$ cat src/rtl/btn_if.sv
// Button bundle between the raw push-button pads and the pulse generator.
// master drives the raw levels; slave (the generator) returns pulses and debounced levels.
interface btn_if;
    logic [4:0] btn_raw;
    logic [4:0] btn_pulse;
    logic [4:0] btn_level;

    modport master (output btn_raw, input btn_pulse, input btn_level);
    modport slave  (input btn_raw, output btn_pulse, output btn_level);
endinterface

$ cat src/rtl/button_pulse_gen.sv
// Per-button sync + debounce + one-cycle press pulse with optional auto-repeat, bits {C,L,R,U,D}.
// Latency: press pulse DEBOUNCE_CYCLES+2 edges after raw rises; no backpressure, pulses are fire-and-forget.
module button_pulse_gen #(
    parameter int unsigned DEBOUNCE_CYCLES = 20,
    parameter int unsigned HOLD_DELAY      = 500,
    parameter int unsigned REPEAT_PERIOD   = 100,
    parameter logic [4:0]  REPEAT_MASK     = 5'b01111
) (
    input  logic clk,
    input  logic rst_n,
    btn_if.slave bus
);

    localparam int unsigned NBTN = 5;
    localparam logic [15:0] DB_LAST     = 16'(DEBOUNCE_CYCLES - 1);
    localparam logic [15:0] HOLD_LAST   = 16'(HOLD_DELAY);
    localparam logic [15:0] REPEAT_LAST = 16'(REPEAT_PERIOD);

    typedef enum logic {
        WAIT_FIRST = 1'b0,
        REPEATING  = 1'b1
    } rpt_state_e;

    logic [4:0]  sync1_q, sync1_d;
    logic [4:0]  sync2_q, sync2_d;
    logic [4:0]  level_q, level_d;
    logic [4:0]  pulse_q, pulse_d;
    logic [15:0] db_cnt_q [NBTN];
    logic [15:0] db_cnt_d [NBTN];
    logic [15:0] hold_q   [NBTN];
    logic [15:0] hold_d   [NBTN];
    rpt_state_e  state_q  [NBTN];
    rpt_state_e  state_d  [NBTN];
    logic [4:0]  rise_w;
    logic [4:0]  fall_w;

    // Synchronizer and debounce: a level change is accepted only after
    // DEBOUNCE_CYCLES consecutive differing synchronized samples.
    always_comb begin
        sync1_d = bus.btn_raw;
        sync2_d = sync1_q;
        level_d = level_q;
        for (int i = 0; i < NBTN; i++) begin
            db_cnt_d[i] = db_cnt_q[i];
            if (sync2_q[i] == level_q[i]) begin
                db_cnt_d[i] = '0;
            end else if (db_cnt_q[i] == DB_LAST) begin
                level_d[i]  = sync2_q[i];
                db_cnt_d[i] = '0;
            end else begin
                db_cnt_d[i] = db_cnt_q[i] + 16'd1;
            end
        end
    end

    assign rise_w = level_d & ~level_q;
    assign fall_w = level_q & ~level_d;

    // Auto-repeat: the press edge restarts the hold count; the release edge
    // wins over a repeat pulse that would otherwise land on the same cycle.
    always_comb begin
        pulse_d = rise_w;
        for (int i = 0; i < NBTN; i++) begin
            state_d[i] = state_q[i];
            hold_d[i]  = hold_q[i];
            if (rise_w[i]) begin
                state_d[i] = WAIT_FIRST;
                hold_d[i]  = 16'd1;
            end else if (fall_w[i] || !level_q[i]) begin
                state_d[i] = WAIT_FIRST;
                hold_d[i]  = '0;
            end else if (REPEAT_MASK[i]) begin
                case (state_q[i])
                    WAIT_FIRST: begin
                        if (hold_q[i] == HOLD_LAST) begin
                            pulse_d[i] = 1'b1;
                            state_d[i] = REPEATING;
                            hold_d[i]  = 16'd1;
                        end else begin
                            hold_d[i]  = hold_q[i] + 16'd1;
                        end
                    end
                    REPEATING: begin
                        if (hold_q[i] == REPEAT_LAST) begin
                            pulse_d[i] = 1'b1;
                            hold_d[i]  = 16'd1;
                        end else begin
                            hold_d[i]  = hold_q[i] + 16'd1;
                        end
                    end
                    default: begin
                        state_d[i] = WAIT_FIRST;
                        hold_d[i]  = '0;
                    end
                endcase
            end
        end
    end

    always_ff @(posedge clk or negedge rst_n) begin
        if (!rst_n) begin
            sync1_q <= '0;
            sync2_q <= '0;
            level_q <= '0;
            pulse_q <= '0;
            for (int i = 0; i < NBTN; i++) begin
                db_cnt_q[i] <= '0;
                hold_q[i]   <= '0;
                state_q[i]  <= WAIT_FIRST;
            end
        end else begin
            sync1_q <= sync1_d;
            sync2_q <= sync2_d;
            level_q <= level_d;
            pulse_q <= pulse_d;
            for (int i = 0; i < NBTN; i++) begin
                db_cnt_q[i] <= db_cnt_d[i];
                hold_q[i]   <= hold_d[i];
                state_q[i]  <= state_d[i];
            end
        end
    end

    assign bus.btn_pulse = pulse_q;
    assign bus.btn_level = level_q;

endmodule

$ cat src/flat_wrapper.sv
// flat-port wrapper written by rule: the top's interface ports become plain ports
module button_pulse_gen_flat 
#(
    parameter int unsigned DEBOUNCE_CYCLES = 20,
    parameter int unsigned HOLD_DELAY      = 500,
    parameter int unsigned REPEAT_PERIOD   = 100,
    parameter logic [4:0]  REPEAT_MASK     = 5'b01111
)
  (clk, rst_n, bus_btn_raw, bus_btn_pulse, bus_btn_level);
  btn_if bus_i ();
  input  logic clk;
  input  logic rst_n;
  input wire logic [$bits(bus_i.btn_raw)-1:0] bus_btn_raw;
  output wire logic [$bits(bus_i.btn_pulse)-1:0] bus_btn_pulse;
  output wire logic [$bits(bus_i.btn_level)-1:0] bus_btn_level;
  assign bus_i.btn_raw = bus_btn_raw;
  assign bus_btn_pulse = bus_i.btn_pulse;
  assign bus_btn_level = bus_i.btn_level;
  button_pulse_gen #(.DEBOUNCE_CYCLES(DEBOUNCE_CYCLES), .HOLD_DELAY(HOLD_DELAY), .REPEAT_PERIOD(REPEAT_PERIOD), .REPEAT_MASK(REPEAT_MASK)) u_core (.clk(clk), .rst_n(rst_n), .bus(bus_i));
endmodule
$ cat config.mk
export PLATFORM = sky130hd
export DESIGN_NAME = button_pulse_gen_flat
export DESIGN_NICKNAME = d
export VERILOG_FILES = /design/src/rtl/btn_if.sv /design/src/rtl/button_pulse_gen.sv /design/src/flat_wrapper.sv
export SDC_FILE = /design/constraint.sdc
export NUM_CORES = 1
export LEC_CHECK = 0
export ABC_AREA = 1
export ABC_CLOCK_PERIOD_IN_PS = 2090
export BUFFER_PORTS_ARGS = -buffer_cell sky130_fd_sc_hd__buf_2
export CAP_MARGIN = 20
export CORE_UTILIZATION = 60
export CTS_BUF_LIST = sky130_fd_sc_hd__clkbuf_2 sky130_fd_sc_hd__clkbuf_4 sky130_fd_sc_hd__clkbuf_8
export CTS_CLUSTER_DIAMETER = 100
export CTS_CLUSTER_SIZE = 10
export DETAILED_ROUTE_END_ITERATION = 6
export PLACE_DENSITY_LB_ADDON = 0.25
export SKIP_CTS_REPAIR_TIMING = 1
export SLEW_MARGIN = 20
export SYNTH_ARGS = -nofsm -noshare
export SYNTH_HDL_FRONTEND = slang
export SYNTH_SLANG_ARGS = --single-unit
export TNS_END_PERCENT = 1
$ cat constraint.sdc
create_clock -name clk -period 2.09 [get_ports clk]
set_input_delay 0.418 -clock clk [delete_from_list [all_inputs] [get_ports clk]]
set_output_delay 0.418 -clock clk [all_outputs]
set_load 0.02 [all_outputs]
; Word-level counts from Yosys, hierarchy flattened
; Index checks and enable logic that the tools add are counted.
; Widths: inputs -> output; s select.
[totals]
regBits = 168
out_inout_bits = 10
wordCells = 132
[op_classes]
addsub = 9
eq_ne = 18
muxes = 72
bitwise_logic = 8
n_reduce_logical = 8
[ops]
columns = operator, count
row1 = $mux 16, 26
row2 = $add 16x1->16 const B, 9
row3 = $pmux 16 s2, 4
row4 = $eq 16x5->1 const B, 5
row5 = $eq 16x7->1 const B, 4
row6 = $eq 16x9->1 const B, 4
row7 = $mux 1, 38
row8 = $pmux 1 s2, 4
row9 = $and 5x5->5, 1
row10 = $eq 1x1->1, 5
row11 = $not 5->5, 1
row12 = $and 4x4->4, 1
row13 = $logic_not 1->1, 4
row14 = $logic_or 1x1->1, 4
row15 = $not 1->1, 4
row16 = $not 4->4, 1

; Depth between registers and ports, before layout
; Gate-level depths: netlist (run 1).
[logic_depth]
depth_word = 8
depth_mapped = 12

; Least setup slack after synthesis (run 1)
; Ideal clock, no wire load.
[synth_timing]
kind = register to register
startpoint = reg u_core.db_cnt_q[32] (netlist name)
endpoint = reg u_core.hold_q[34] (netlist name)
setup_ps = 120
arrival_time_ps = 1236
slack_ps = 734
stages_incl_launch_ff = 11
synth_period_minus_slack_ps = 1356
path_cell_list = dfrtp_1 > ha_1 > inv_1 > nor2_1 > nand2_1 > nor2_4 > nand3_2 > nand2_4 > inv_2 > nand2_4 > nor2_1
[synth_lines]
columns = item, line_no
row1 = start: declaration, button_pulse_gen.sv:28  ; logic [15:0] db_cnt_q [NBTN];
row2 = start signal: indexed assignment, button_pulse_gen.sv:117  ; db_cnt_q[i] <= db_cnt_d[i];
row3 = end signal: indexed assignment, button_pulse_gen.sv:118  ; hold_q[i] <= hold_d[i];
row4 = end: declaration, button_pulse_gen.sv:30  ; logic [15:0] hold_q [NBTN];

==> metrics.yaml, run 1 <==
status: "completed"
fp.dieH_um: 124
grt_first_pass_wirelength_um: 29700
tightest_slew_ps: 500
r2r_end: "u_core.hold_q[72]$_DFF_PN0_"
synth_ff_type: "dfrtp_1"
dieArea_um2: 15400
drv_cap: 0
synth_cell_types: 31
synth_edf_count: 0
routed_via_density: 5.11
coreArea_um2: 14500
maxSlewHeadroom: 0.667
vias: 7236
hp-class: "in2reg"
nNetsFinal: 1238
insertion_delay_ps: 470
worstSetupStartpoint: "u_core.db_cnt_q[64]$_DFF_PN0_"
layout_commonest_cell: "nor2_1"
r2r_setup_slack_ps: 430
required_ps: 2450
drt_pass1_iterations: 5
synth_async_sr_flop_share: 1.00
swShare: 0.237
critPathCaptureType: "flop"
synth_nets: 1198
synth_top_area_share: 0.469
cts_root_buf: "clkbuf_8"
clock_skew_ps: 13.0
ir_drop_mv: 0.514
diodes: 0
drive_gt1_frac: 0.0788
cts-htree-levels: 4
fin_crit_ps: 1660
max-clock-path-buffers: 2
pwr-share-seq: 0.567
critPathMaxFanout: 7
post-place-cells: 1382
cts_tree: "done"
finalHoldViolCount: 0
max_freq_mhz: 602
gr-total-overflow: 0
wl_um: 16800
criticalPathCategory: "reg2reg"
numCtsBuffers: 17
finalMaxSlewViolations: 0
antenna_found_initial: 0
timing.setup.tns_ps: 0
fin_crit_sh: 0.794
layout.cells.non_filler: 1415
switchingPower_uw: 1380
p_int_uw: 4450
cts.clk_slew.worst_paths_ps: 90
area_growth_pct: 8.87
yosys_register_bits: 168
crit_path_end: "u_core.hold_q[72]$_DFF_PN0_"
final_cell_mix: "nor2_1 (298), nand2_1 (266), dfrtp_1 (168)"
netlist_area_um2: 8970
p_leak_uw: 0.00437
die_width_um: 124
start_util: 0.617
grt_max_degree: 54
place.gp.congestion: 0.881
grt_pass1_vias: 6832
yosys_warnings: 0
synth_area_leaders: "dfrtp_1 (47%), nor2_1 (12%), nand2_1 (11%)"
synth-seq-area-share: 0.469
setup_viol: 0
final.fill_count: 1217
cts.sinks: 168
wire_per_inst_um: 11.9
pwr_density_cell_nw_per_um2: 597
arrival_ps: 2020
synthCells: 1178
combPwrFrac: 0.030
utilization: 0.672
clockPowerShare: 0.403
detail-route-antenna-nets: 0
r2r_cells: 8
ios: 17
drc: 0
drtIter0Drc: 425
grt_use_total: 0.232
syn_area_per_cell_um2: 7.62
rows: 44
hpwl_um: 12300
portBuffers: 16
startpoint_type: "flop"
rsz0062_at_grt: "no"
timing.rr.start: "u_core.db_cnt_q[64]$_DFF_PN0_"
synth_top_area_cell: "dfrtp_1"
==> cell type report <==
type	instances	area (um2)	area share
Inverter	138	518	0.0530
Sequential cell	168	4200	0.430
Tap cell	184	230	0.0236
Clock inverter	13	146	0.0150
Timing Repair Buffer	25	181	0.0186
Multi-Input combinational cell	868	4230	0.433
Clock buffer	19	255	0.0261
==> flip-flops by register name, indices dropped and copies added (netlist names) <==
| name | cells |
|---|---|
| u_core.state_q | 4 |
| u_core.bus.btn_pulse | 5 |
| u_core.hold_q | 64 |
| u_core.sync1_q | 5 |
| u_core.sync2_q | 5 |
| u_core.bus.btn_level | 5 |
| u_core.db_cnt_q | 80 |
==> critical path, stage by stage, from the launching register on <==
cell and delay, ps:
dfrtp_1 420, ha_1 240, nand3_1 90, nor2_1 140, nand3_1 130, nand2_1 240
inv_1 90, nand2_1 130, nor2_1 70
==> power by group through the flow <==
stage / Combinational (uW) / Clock, uW / Sequential (uW)
final: 173 / 2350 / 3310
after detailed placement: 179 / 0 / 3370
after global placement: 172 / 0 / 3370
after floorplan: 71.2 / 0 / 3370
after global routing: 205 / 2540 / 3310
after CTS: 178 / 2410 / 3310
==> routing by layer <==
metal	wire length [um]	global-route usage	vias up
met4	184	0.0680	0
met3	559	0.0528	14
met5	0	0	-
met1	8180	0.314	3389
met2	7880	0.374	116
li1	-	-	3717
==> cell families after synthesis <==
family	share of synthesized area
compound gates	0.0211
xor+xnor	0.0840
fa+ha+maj	0.0181
buf+inv	0.0597
flops	0.469
simple gates	0.349
==> cells in the mapped netlist, drive strengths merged, types with 7 or more instances <==
cell type    n
xnor2       16
ha          13
xor2        70
a21oi       15
nor2       312
nor3b       10
o21ai       15
nor3        41
nand4        7
inv        138
nand3       83
nand2      279
dfrtp      168
==> how the worst min path moves through the flow <==
stage               cells after the start                                 to                        start  slack, ps
floorplan                               0  u_core.bus.btn_level[0]$_DFF_PN0_                        rst_n        120
global placement                        0        u_core.sync2_q[4]$_DFF_PN0_  u_core.sync1_q[4]$_DFF_PN0_        330
detailed placement                      0        u_core.sync2_q[4]$_DFF_PN0_  u_core.sync1_q[4]$_DFF_PN0_        330
CTS                                     1       u_core.db_cnt_q[0]$_DFF_PN0_                        rst_n       -110
global route                            1        u_core.sync1_q[4]$_DFF_PN0_               bus_btn_raw[4]         30
finish                                  1        u_core.sync1_q[4]$_DFF_PN0_               bus_btn_raw[4]         60
==> stage by stage <==
stage               total power [uW]  instance area (um2)  hold slack, ps  setup slack [ps]
floorplan                       3440                 8970             122               734
global placement                3540                 9360             333               557
detailed placement              3550                 9360             335               473
CTS                             5900                 9760            -111               457
global route                    6050                 9770            28.0               227
finish                          5830                 9770            57.9               430
Note: power is estimated with default switching activity, not from simulation.
==> run 2: changes to the inputs <==
ABC_CLOCK_PERIOD_IN_PS = 1340   (was 2090)
CORE_UTILIZATION = 59   (was 60)
clock period = 1.34 ns   (was 2.09 ns; I/O delays follow)
==> run 2 against run 1 <==
Effect of this change: clock skew is 1.0 ps higher; critical endpoint is now u_core.hold_q[21]$_DFF_PN0_; power is 55% higher; the flow now finishes with violations (setup timing); sequential power is 56% higher; die area is 1.7% higher; setup slack worse by 610 ps; critical path type unchanged; fmax is 9.3% higher; final cell count is 8.2% higher; clock power is 49% higher; combinational power is 120% higher; hold slack better by 190 ps; utilization is 8.0 points higher; non-clock buffer count is 116 higher.
==> metrics.yaml, run 2 (synthesized netlist as in run 1, its figures left out) <==
coreArea_um2: 14700  # +1.1%
grt_pass1_vias: 7618  # +12%
hpwl_um: 13400  # +9.1%
wire_per_inst_um: 12.6  # +6.4%
fin_area_um2: 11100  # +13%
gr-total-overflow: 0  # unchanged
cts_tree: "done"
switchingPower_uw: 2190  # +59%
cts.clk_slew.worst_paths_ps: 100  # about the same
final.fill_count: 1077  # -12%
holdWs_ps: 245  # +187 ps
place_ws_ps: -162  # -635 ps
diodes: 0  # unchanged
nNetsFinal: 1354  # +9.4%
timing.rr.start: "u_core.db_cnt_q[17]$_DFF_PN0_"
drc: 0  # unchanged
pwr_density_cell_nw_per_um2: 817  # +37%
p_int_uw: 6850  # +54%
cts-htree-levels: 4  # unchanged
p_leak_uw: 0.00503  # +15%
grt_first_pass_wirelength_um: 32200  # +8.3%
insertion_delay_ps: 470  # about the same
violations: "setup timing"
r2r_setup_slack_ps: -180  # -610 ps
numCtsBuffers: 17  # unchanged
fin_crit_sh: 1.13  # +0.340
cp_slowest_stage_delay_ps: 370  # -50 ps
cts_root_buf: "clkbuf_8"
cpMaxStageDelayCell: "dfrtp_1"
r2r_cells: 10  # +2
start_util: 0.610  # -0.00694
rsz0062_at_grt: "yes"
clockPowerShare: 0.386  # -0.017
worstSetupStartpoint: "u_core.db_cnt_q[17]$_DFF_PN0_"
grt_max_degree: 45  # -17%
maxSlewHeadroom: 0.746  # +0.0788
dieArea_um2: 15700  # +1.7%
finalHoldViolCount: 0  # unchanged
ir_drop_mv: 1.08  # +110%
fp.dieH_um: 125  # +0.83%
layout_commonest_cell: "nor2_1"
rows: 44  # unchanged
wl_um: 19300  # +15%
final_cell_mix: "nor2_1 (276), nand2_1 (248), dfrtp_1 (165)"
area_growth_pct: 23.3
combPwrFrac: 0.042  # +0.012
finalMaxSlewViolations: 0  # unchanged
criticalPathCategory: "reg2reg"
regMostFlops: "u_core.db_cnt_q"
fin_crit_ps: 1520  # -141 ps
drt_pass1_iterations: 6  # +1
crit_path_end: "u_core.hold_q[21]$_DFF_PN0_"
cts.sinks: 168  # unchanged
arrival_ps: 1870  # -150 ps
drtIter0Drc: 648  # +52%
swShare: 0.242  # +0.00553
drv_cap: 0  # unchanged
largest_reg_flops: 80  # unchanged
r2r_end: "u_core.hold_q[21]$_DFF_PN0_"
portBuffers: 16  # unchanged
drive_gt1_frac: 0.212  # +0.133
ios: 17  # unchanged
layout_setup_ws_ps: -180  # -609 ps
setup_viol: 98  # +98
detail-route-antenna-nets: 0  # unchanged
antenna_found_initial: 0  # unchanged
clock_skew_ps: 14.0  # +1.02 ps
grt_use_total: 0.250  # +0.0185
status: "finished, violations left"
max-clock-path-buffers: 2  # unchanged
critPathCaptureType: "flop"
die_width_um: 125  # +0.83%
tightest_slew_ps: 381  # -119 ps
vias: 7891  # +9.1%
pwr-share-seq: 0.572  # +0.005
critPathMaxFanout: 8  # +1
utilization: 0.752  # +0.0802
startpoint_type: "flop"
routed_via_density: 5.15  # +0.79%
required_ps: 1690  # -760 ps
post_dp_cell_area_um2: 10200  # +9.2%
path_cells: "ha_2 -> inv_2 -> nor2_1 -> nand2_1 -> nor2_2 -> nand3_1 -> nand2_2 -> inv_2 -> nand2_4 -> nor2_1"
reg_top3: "u_core.db_cnt_q x80, u_core.hold_q x64"
max_freq_mhz: 658  # +9.3%
place.gp.congestion: 0.909  # +3.2%
hp-class: "in2async"
==> run 2: cell types whose count changed in the layout (fill, tap and decap cells not counted), sizes merged <==
cell         before  now
buf              24  135
dlygate4sd3       1    6
clkinvlp          4    2
bufinv            2    1
clkbuf           19   20
clkinv            4    5
inv             141  142
==> run 2: final cells by class <==
class	count	area (um2)	share of cell area
timing repair buffer	141	1160	0.105
clock buffer	20	263	0.0238
tap	184	230	0.0208
multi-input combinational	868	4560	0.412
inverter	138	518	0.0468
clock inverter	12	115	0.0104
sequential	168	4210	0.381
==> run 2: how the worst min path moves through the flow <==
stage | from | endpoint | slack (ps) | cells past startpoint
3_5_place_dp | rst_n | u_core.db_cnt_q[10]$_DFF_PN0_ | 160 | 1
3_3_place_gp | rst_n | u_core.db_cnt_q[10]$_DFF_PN0_ | 160 | 1
6_report | rst_n | u_core.db_cnt_q[17]$_DFF_PN0_ | 240 | 2
5_1_grt | rst_n | u_core.db_cnt_q[30]$_DFF_PN0_ | 270 | 2
4_1_cts | rst_n | u_core.hold_q[29]$_DFF_PN0_ | -340 | 1
2_1_floorplan | rst_n | u_core.bus.btn_level[0]$_DFF_PN0_ | -30 | 0
==> run 2: power groups by stage <==
stage | logic, uW | clock network, uW | registers [uW]
5_1_grt | 441 | 3770 | 5170
4_1_cts | 333 | 3570 | 5150
3_3_place_gp | 317 | 0 | 5250
6_report | 381 | 3490 | 5160
2_1_floorplan | 111 | 0 | 5250
3_5_place_dp | 329 | 0 | 5250
==> run 2: metal layers <==
layer  share of wire  global-route usage
met3           0.035              0.0496
met2            0.50               0.440
met1            0.45               0.314
met5               0                   0
met4           0.017              0.0732
==> run 2: worst max-delay path: cells and delay by family, from the launching register on <==
| kind | cells | cell delay, ps |
|---|---|---|
| AND/OR/NAND/NOR | 7 | 730 |
| buffers and inverters | 2 | 110 |
| adder cells (fa/ha/maj) | 1 | 200 |
| flip-flops | 1 | 370 |
==> run 2: stage by stage <==
stage	instances	total power, uW	setup TNS [ps]
finish	1531	9040	-7310
global route	1531	9380	-18410
CTS	1522	9060	-10180
detailed placement	1490	5580	-6840
global placement	1490	5560	-2510
floorplan	1178	5360	-253
